--- src/rtl/arm_imm_encoder.sv ---
// Finds the ARM data-processing immediate {rot, imm8} for a 32-bit value, testing one even rotation per clock.
// Define ARM_IMM_ENC_INVERT_EN to add a second pass that searches ~value (MVN/BIC form).
module arm_imm_encoder #(
    parameter int WIDTH    = 32,
    parameter int IMM_BITS = 8,
    parameter int ROT_BITS = 4
) (
    input  logic                         clk,
    input  logic                         rst,
    input  logic                         start,
    input  logic [WIDTH-1:0]             value,
    output logic                         busy,
    output logic                         done,
    output logic                         valid,
    output logic [ROT_BITS+IMM_BITS-1:0] shift_operand,
    output logic                         inverted
);

    typedef enum logic [1:0] {
        IDLE   = 2'd0,
        SEARCH = 2'd1,
        DONE   = 2'd2
    } state_t;

    state_t                state;
    state_t                state_next;
    logic [WIDTH-1:0]      value_q;
    logic [ROT_BITS-1:0]   rot;
    logic [WIDTH-1:0]      src;
    logic [WIDTH-1:0]      cand;
    logic                  hit;
    logic                  last_rot;
    logic                  final_miss;
    logic                  accept;

    // Rotate left by 2*k; the upper half of the doubled word is the rotated result.
    function automatic logic [WIDTH-1:0] rol_even(input logic [WIDTH-1:0] x,
                                                  input logic [ROT_BITS-1:0] k);
        logic [2*WIDTH-1:0] dbl;
        dbl = {x, x} << {k, 1'b0};
        return dbl[2*WIDTH-1:WIDTH];
    endfunction

`ifdef ARM_IMM_ENC_INVERT_EN
    logic pass;
    logic inverted_q;

    assign src        = pass ? ~value_q : value_q;
    assign final_miss = last_rot && pass;
    assign inverted   = inverted_q;
`else
    assign src        = value_q;
    assign final_miss = last_rot;
    assign inverted   = 1'b0;
`endif

    assign cand     = rol_even(src, rot);
    assign hit      = ~|cand[WIDTH-1:IMM_BITS];
    assign last_rot = &rot;
    assign accept   = start && (state != SEARCH);

    always_ff @(posedge clk or posedge rst) begin
        if (rst) begin
            state <= IDLE;
        end else begin
            state <= state_next;
        end
    end

    always_comb begin
        state_next = state;
        case (state)
            IDLE:    state_next = start ? SEARCH : IDLE;
            SEARCH:  state_next = (hit || final_miss) ? DONE : SEARCH;
            DONE:    state_next = start ? SEARCH : IDLE;
            default: state_next = IDLE;
        endcase
    end

    always_comb begin
        busy = (state == SEARCH);
        done = (state == DONE);
    end

    // Operand copy is pure data: no reset needed, loaded only on an accepted request.
    always_ff @(posedge clk) begin
        if (accept) begin
            value_q <= value;
        end
    end

    always_ff @(posedge clk or posedge rst) begin
        if (rst) begin
            rot           <= '0;
            valid         <= 1'b0;
            shift_operand <= '0;
`ifdef ARM_IMM_ENC_INVERT_EN
            pass          <= 1'b0;
            inverted_q    <= 1'b0;
`endif
        end else if (accept) begin
            rot  <= '0;
`ifdef ARM_IMM_ENC_INVERT_EN
            pass <= 1'b0;
`endif
        end else if (state == SEARCH) begin
            if (hit) begin
                valid         <= 1'b1;
                shift_operand <= {rot, cand[IMM_BITS-1:0]};
`ifdef ARM_IMM_ENC_INVERT_EN
                inverted_q    <= pass;
`endif
            end else if (final_miss) begin
                valid         <= 1'b0;
                shift_operand <= '0;
`ifdef ARM_IMM_ENC_INVERT_EN
                inverted_q    <= 1'b0;
`endif
            end else begin
                // Counter wraps to 0 after the last rotation, which restarts the inverted pass.
                rot <= rot + 1'b1;
`ifdef ARM_IMM_ENC_INVERT_EN
                if (last_rot) begin
                    pass <= 1'b1;
                end
`endif
            end
        end
    end

endmodule

--- config.mk ---
export PLATFORM = sky130hd
export DESIGN_NAME = arm_imm_encoder
export DESIGN_NICKNAME = d
export VERILOG_FILES = /design/src/rtl/arm_imm_encoder.sv
export SDC_FILE = /design/constraint.sdc
export NUM_CORES = 1
export LEC_CHECK = 0
export CORE_MARGIN = 2
export CORE_UTILIZATION = 54
export DETAILED_ROUTE_END_ITERATION = 10
export GPL_TIMING_DRIVEN = 0
export HOLD_SLACK_MARGIN = 0.02
export MAX_ROUTING_LAYER = met4
export PLACE_DENSITY = 0.78
export SYNTH_ARGS = -nofsm -noshare
export SYNTH_HDL_FRONTEND = slang
export SYNTH_SLANG_ARGS = --single-unit
export TNS_END_PERCENT = 100
--- constraint.sdc ---
create_clock -name clk -period 4.2 [get_ports clk]
set_input_delay 0.84 -clock clk [delete_from_list [all_inputs] [get_ports clk]]
set_output_delay 0.84 -clock clk [all_outputs]
set_load 0.02 [all_outputs]
==> impl_metrics.py, run 1 <==
metrics = {
    "synthesis": {
        "synth_top_area_share_pct": 29.15,
        "yosysSeqAreaShare_pct": 43.57,
        "yosysWarnings": 0,
        "async_flop_share_pct": 37.25,
        "synth_cells": 229,
        "synthTopCellsByCount": "32 x edfxtp_1, 26 x mux4_2, 19 x dfrtp_1, 18 x nor2_1, 14 x nor3_1",
        "synth_area_leaders": "edfxtp_1 29%, mux4_2 18%, dfrtp_1 14%",
        "synthFlopType": "edfxtp_1",
        "synth_area_sq_um": 3297,
        "synth_area_leader_cell": "edfxtp_1",
        "syn_avg_cell_area_sq_um": 14.40,
        "syn_nets": 265,
        "synth-seq-cells": 51,
        "synth_edf_count": 32,
        "synth_cell_types": 54,
        "synth_most_common_cell": "edfxtp_1",
    },
    "cts": {
        "clk_pin_slew_ns": 0.08,
        "root_buffer": "clkbuf_8",
        "numCtsBuffers": 5,
        "clock-sinks": 51,
        "clk_latency_ns": 0.31,
        "cts_resized": 0,
        "clockBufferDepth": 2,
        "cts_max_level": 2,
        "cts.hold.buffers_added": 0,
        "cts_tree": "built",
    },
    "detailed_routing": {
        "firstDrtPassIters": 4,
        "drtAntennaViolNets": 0,
        "dr_total_vias": 2352,
        "routedWlPerCell_microns": 21.28,
        "drcViolationCount": 0,
        "drt_wl_total_mm": 7.745,
        "drtIter0Drc": 234,
        "vias_per_cell": 6.462,
    },
    "cells_and_area": {
        "area_delta_synth_final_pct": 21.67,
        "n_antenna_cell": 0,
        "nets": 324,
        "drive_gt1_share_pct": 23.18,
        "fill_cells": 430,
    },
    "sta": {
        "fin_crit_sh_pct": 82.67,
        "max_freq_mhz": 288.0,
        "setup_viol": 0,
        "worstMarginPinSlew_ns": 1.178,
        "rsz0062_at_grt": "no",
        "final_max_slew_viol_count": 0,
        "fin_skew_ns": 0.008822,
        "finalHoldViolCount": 0,
        "slew_headroom_pct": 21.38,
        "period_minus_slack_ns": 3.472,
        "fin_tns_setup_ns": 0,
    },
    "floorplanning": {
        "core_area_sq_um": 5921,
        "dieArea_sq_um": 6746,
        "die_w_microns": 82.14,
        "ios": 51,
        "start_util_pct": 55.68,
        "row_count": 28,
        "die_h_microns": 82.14,
    },
    "setup_path": {
        "cp-start-kind": "register",
        "arrival_ns": 3.69,
        "cp_slowest_cell": "a2111oi_0",
        "crit_path_end_kind": "register",
        "slowest_delay_ns": 0.82,
        "cpLargestDelayFamily": "compound AO/OA/AOI/OAI gates",
        "crit_chain": "buf_6 -> buf_6 -> clkbuf_1 -> a21oi_1 -> a2111oi_0 -> o221ai_1 -> a222oi_1 -> buf_4 -> buf_4 -> or3_1 -> mux2i_1",
        "critical_path_class": "register to register",
        "worstPathMaxFanout": 10,
        "cp.required_ns": 4.42,
        "path_buf_inv": 5,
    },
    "placed_design": {
        "routabilityCongestion": 0.9643,
        "io_buffer_count": 49,
        "dp.final_hpwl_mm": 6.056,
    },
    "pwr": {
        "p_leak_nw": 1.476,
        "power_density_nw_per_um2": 605.4,
        "power_mw": 2.428,
        "vdd_drop_max_v": 0.0004469,
    },
    "grt": {
        "grtUsageTotal_pct": 26.30,
        "overflow": 0,
        "grt_max_degree": 34,
        "antenna_found_initial": 0,
        "grt_pass1_vias": 2267,
        "grt_pass1_wl_mm": 12.39,
    },
    "worst_hold_path": {
        "hold_path_class": "register to register",
    },
    "run": {
        "maxCapViolCount": 0,
    },
    "status": {
        "status": "finished, final reports clean",
    },
}
-- final timing paths --
check / startpoint / endpoint / slack, ns / cells after the start
max: rot[1] / rot[1] / 0.73 / 11
min: state[0] / state[0] / 0.48 / 1
max reg2reg: rot[1] / rot[1] / 0.73 / 11
min reg2reg: state[0] / state[0] / 0.48 / 1
max in group asynchronous: rst / state[0] / 2.79 / 2
min in group asynchronous: rst / shift_operand[9] / 0.95 / 2
-- per-layer routing --
layer / part of all wire (%) / GRT usage [%] / vias to the layer above
met4: 1.5 / 5.500 / 0
met3: 7.7 / 4.891 / 9
met5: 0 / - / -
met2: 49 / 41.87 / 105
met1: 41 / 36.02 / 1174
li1: - / - / 1064
-- worst reg2reg max path: cells and delay by family (launching register included) --
family	cells	cell delay (ns)
AO/OA/AOI/OAI	4	1.47
flip-flops	1	0.38
buffers and inverters	5	1.16
multiplexers	1	0.23
AND/OR/NAND/NOR	1	0.15
-- logic make-up after synthesis --
| logic type | synth area share [%] |
|---|---|
| AO/OA/AOI/OAI | 10.02 |
| adder cells (fa/ha/maj) | 0.3794 |
| buffers and inverters | 6.337 |
| flip-flops | 43.57 |
| multiplexers | 29.83 |
| other | 0.1137 |
| AND/OR/NAND/NOR | 9.754 |
-- stage by stage --
step / hold slack, ns / cell area, sq um / setup slack, ns / instances / utilization [%]
5_1_grt: 0.4969 / 4011 / 0.5183 / 364 / 67.75
3_3_place_gp: 0.4610 / 3881 / 0.08923 / 353 / 65.55
6_report: 0.4821 / 4011 / 0.7277 / 364 / 67.75
3_5_place_dp: 0.4686 / 3881 / 0.06266 / 353 / 65.55
2_1_floorplan: 0.4367 / 3297 / 0.9626 / 229 / -
4_1_cts: 0.4870 / 3989 / 0.05599 / 361 / 67.37
-- where the power goes --
| part | internal, mW | switching [mW] | leakage [nW] |
|---|---|---|---|
| registers | 0.621 | 0.0872 | 0.548 |
| clock network | 0.174 | 0.160 | 0.0517 |
| logic | 0.713 | 0.674 | 0.876 |
| total | 1.51 | 0.921 | 1.48 |
-- flip-flops by register name, indices dropped and copies added (netlist names) --
name and cells:
rot 4, shift_operand 12, src 32, state 2, valid 1
-- cell usage in the layout, fill, tap and decap left out, types with 5 or more instances in the layout --
cell / netlist / layout
edfxtp_1: 32 / 32
nor3_1: 14 / 14
nand2_1: 12 / 12
inv_1: 8 / 8
nor2_1: 18 / 18
mux4_1: 9 / 9
mux4_2: 26 / 26
a22o_1: 12 / 12
clkbuf_8: 4 / 9
clkdlybuf4s50_1: 0 / 49
dfrtp_1: 19 / 19
buf_4: 4 / 7
buf_6: 5 / 5
-- cell type report --
cell class / instances / area, sq um / share of cell area, %
repair buffers: 52 / 513.0 / 12.79
inverters: 9 / 33.78 / 0.8422
flip-flops and latches: 51 / 1436 / 35.81
plain buffers: 17 / 175.2 / 4.367
multi-input cells: 152 / 1652 / 41.17
clock inverters: 3 / 38.79 / 0.9669
clock buffers: 5 / 68.82 / 1.716
well taps: 75 / 93.84 / 2.339
-- repair_timing --
action,in CTS,in global routing
hold endpoints to repair,0,0
setup buffers,0,3
setup endpoints to repair,0,15
No activity file was read; power rests on OpenSTA's default activity.
==> run 2, diff against run 1 <==
==> constraint.sdc (replaced) <==
create_clock -name clk -period 3.5 [get_ports clk]
set_input_delay 0.7 -clock clk [delete_from_list [all_inputs] [get_ports clk]]
set_output_delay 0.7 -clock clk [all_outputs]
set_load 0.02 [all_outputs]
==> impl_metrics.py, run 2 (synthesis gave the netlist of run 1 again) <==
metrics = {
    "setup_path": {
        "slowest_delay_ns": 0.56,
        "cp-start-kind": "register",
        "r2r_start": "rot[0]",
        "cp.required_ns": 3.72,
        "critPathMostFrequentCell": "buf_4",
        "crit_path_end_kind": "register",
        "crit_chain": "buf_6 -> buf_4 -> mux4_2 -> nor4_1 -> o2bb2ai_1 -> o21ai_0 -> a222oi_1 -> buf_4 -> buf_4 -> or3_1 -> mux2i_1",
        "worstPathMaxFanout": 10,
        "arrival_ns": 3.36,
        "critical_path.startpoint": "rot[0]",
        "cp_slowest_cell": "mux4_2",
        "critical_path_class": "register to register",
    },
    "cells_and_area": {
        "final_common_cell": "clkdlybuf4s50_1",
        "finish.utilization_pct": 67.58,
        "fill_cells": 432,
        "multi_input_area_sq_um": 1653,
        "area_delta_synth_final_pct": 21.37,
        "n_antenna_cell": 0,
        "seqCellArea_sq_um": 1436,
        "final_cell_mix": "49 x clkdlybuf4s50_1, 32 x edfxtp_1, 26 x mux4_2",
        "nets": 322,
        "final_cell_area_sq_um": 4001,
        "drive_gt1_share_pct": 23.00,
        "largest_register_ffs": 32,
    },
    "sta": {
        "rsz0062_at_grt": "no",
        "max_freq_mhz": 318.6,
        "slew_headroom_pct": 21.28,
        "period_minus_slack_ns": 3.139,
        "final_max_slew_viol_count": 0,
        "fin_crit_sh_pct": 89.68,
        "setup_viol": 0,
        "fin_ws_ns": 0.3613,
        "finalHoldViolCount": 0,
        "worstMarginPinSlew_ns": 1.179,
        "fin_skew_ns": 0.008667,
    },
    "cts": {
        "clockBufferDepth": 2,
        "clk_latency_ns": 0.31,
        "clk_pin_slew_ns": 0.08,
        "root_buffer": "clkbuf_8",
        "cts_max_level": 2,
        "cts_tree": "built",
        "numCtsBuffers": 5,
        "clock-sinks": 51,
        "cts.hold.buffers_added": 0,
    },
    "pwr": {
        "power_mw": 2.906,
        "vdd_drop_max_v": 0.0005362,
        "power_density_nw_per_um2": 726.2,
        "p_leak_nw": 1.469,
    },
    "run": {
        "maxCapViolCount": 0,
    },
    "floorplanning": {
        "row_count": 28,
        "dieArea_sq_um": 6746,
        "die_h_microns": 82.14,
        "ios": 51,
        "core_area_sq_um": 5921,
        "start_util_pct": 55.68,
        "die_w_microns": 82.14,
    },
    "placed_design": {
        "routabilityCongestion": 0.9643,
        "dp_slack_ns": -0.6373,
        "io_buffer_count": 49,
        "dp.final_hpwl_mm": 6.056,
        "placed_area_sq_um": 3881,
    },
    "detailed_routing": {
        "dr_total_vias": 2352,
        "drt_wl_total_mm": 7.686,
        "routedWlPerCell_microns": 21.23,
        "firstDrtPassIters": 4,
        "drcViolationCount": 0,
        "drtAntennaViolNets": 0,
        "drtIter0Drc": 298,
        "vias_per_cell": 6.497,
    },
    "worst_hold_path": {
        "hold_path_class": "register to register",
        "worstHoldStart": "state[0]",
    },
    "grt": {
        "antenna_found_initial": 0,
        "grt_pass1_wl_mm": 12.40,
        "overflow": 0,
        "grt_pass1_vias": 2274,
        "grtUsageTotal_pct": 26.35,
        "grt_max_degree": 34,
    },
    "status": {
        "status": "finished, final reports clean",
    },
}
==> run 2: changes by cell type in the layout (fill, tap and decap cells not counted), sizes merged <==
cell	previous run	this run
buf	15	14
clkbuf	10	9
==> run 2: critical path, delay by kind of cell, from the launching register on <==
| family | cells | cell delay, ns |
|---|---|---|
| mux | 2 | 0.79 |
| buf+inv | 4 | 0.78 |
| compound gates | 3 | 0.53 |
| simple gates | 2 | 0.48 |
| flops | 1 | 0.46 |
==> run 2: timing repair <==
action | CTS | global route
buffers inserted | 2 | 0
pin swaps | 1 | 0
setup endpoints to repair | 19 | 18
resized for setup | 0 | 1
==> run 2: layout make-up <==
cell class / count / area share (%)
tap: 75 / 2.345
buffer: 16 / 4.284
clock inverter: 3 / 0.9694
multi-input combinational: 152 / 41.31
inverter: 9 / 0.8443
timing repair buffer: 51 / 12.63
clock buffer: 5 / 1.720
sequential: 51 / 35.90
==> run 2: final timing paths <==
check	end	slack (ns)	cells after the start
min	state[0]	0.48	1
max reg2reg	rot[1]	0.36	11
max	rot[1]	0.36	11
max in group asynchronous	state[0]	2.22	2
min in group asynchronous	shift_operand[2]	0.81	2
min reg2reg	state[0]	0.48	1
==> run 2: report_power, final <==
part | internal (mW) | total [mW] | switching [mW]
Sequential | 0.745 | 0.851 | 0.105
Clock | 0.209 | 0.402 | 0.193
Combinational | 0.853 | 1.65 | 0.801
==> run 2: routing by layer <==
layer | up-vias | part of all wire (%) | routed length, microns | global-route usage [%]
met1 | 1169 | 42 | 3234 | 36.10
met4 | 0 | 1.8 | 140 | 5.500
met2 | 112 | 49 | 3779 | 41.95
li1 | 1059 | - | - | -
met5 | - | 0 | 0 | -
met3 | 12 | 6.9 | 531 | 4.891
==> run 2: per-stage QoR <==
stage | cells | hold slack, ns | TNS, ns
3_5_place_dp | 353 | 0.4686 | -9.530
4_1_cts | 363 | 0.4870 | 0
2_1_floorplan | 229 | 0.4367 | 0
5_1_grt | 362 | 0.4969 | 0
6_report | 362 | 0.4798 | 0
3_3_place_gp | 353 | 0.4610 | -9.112
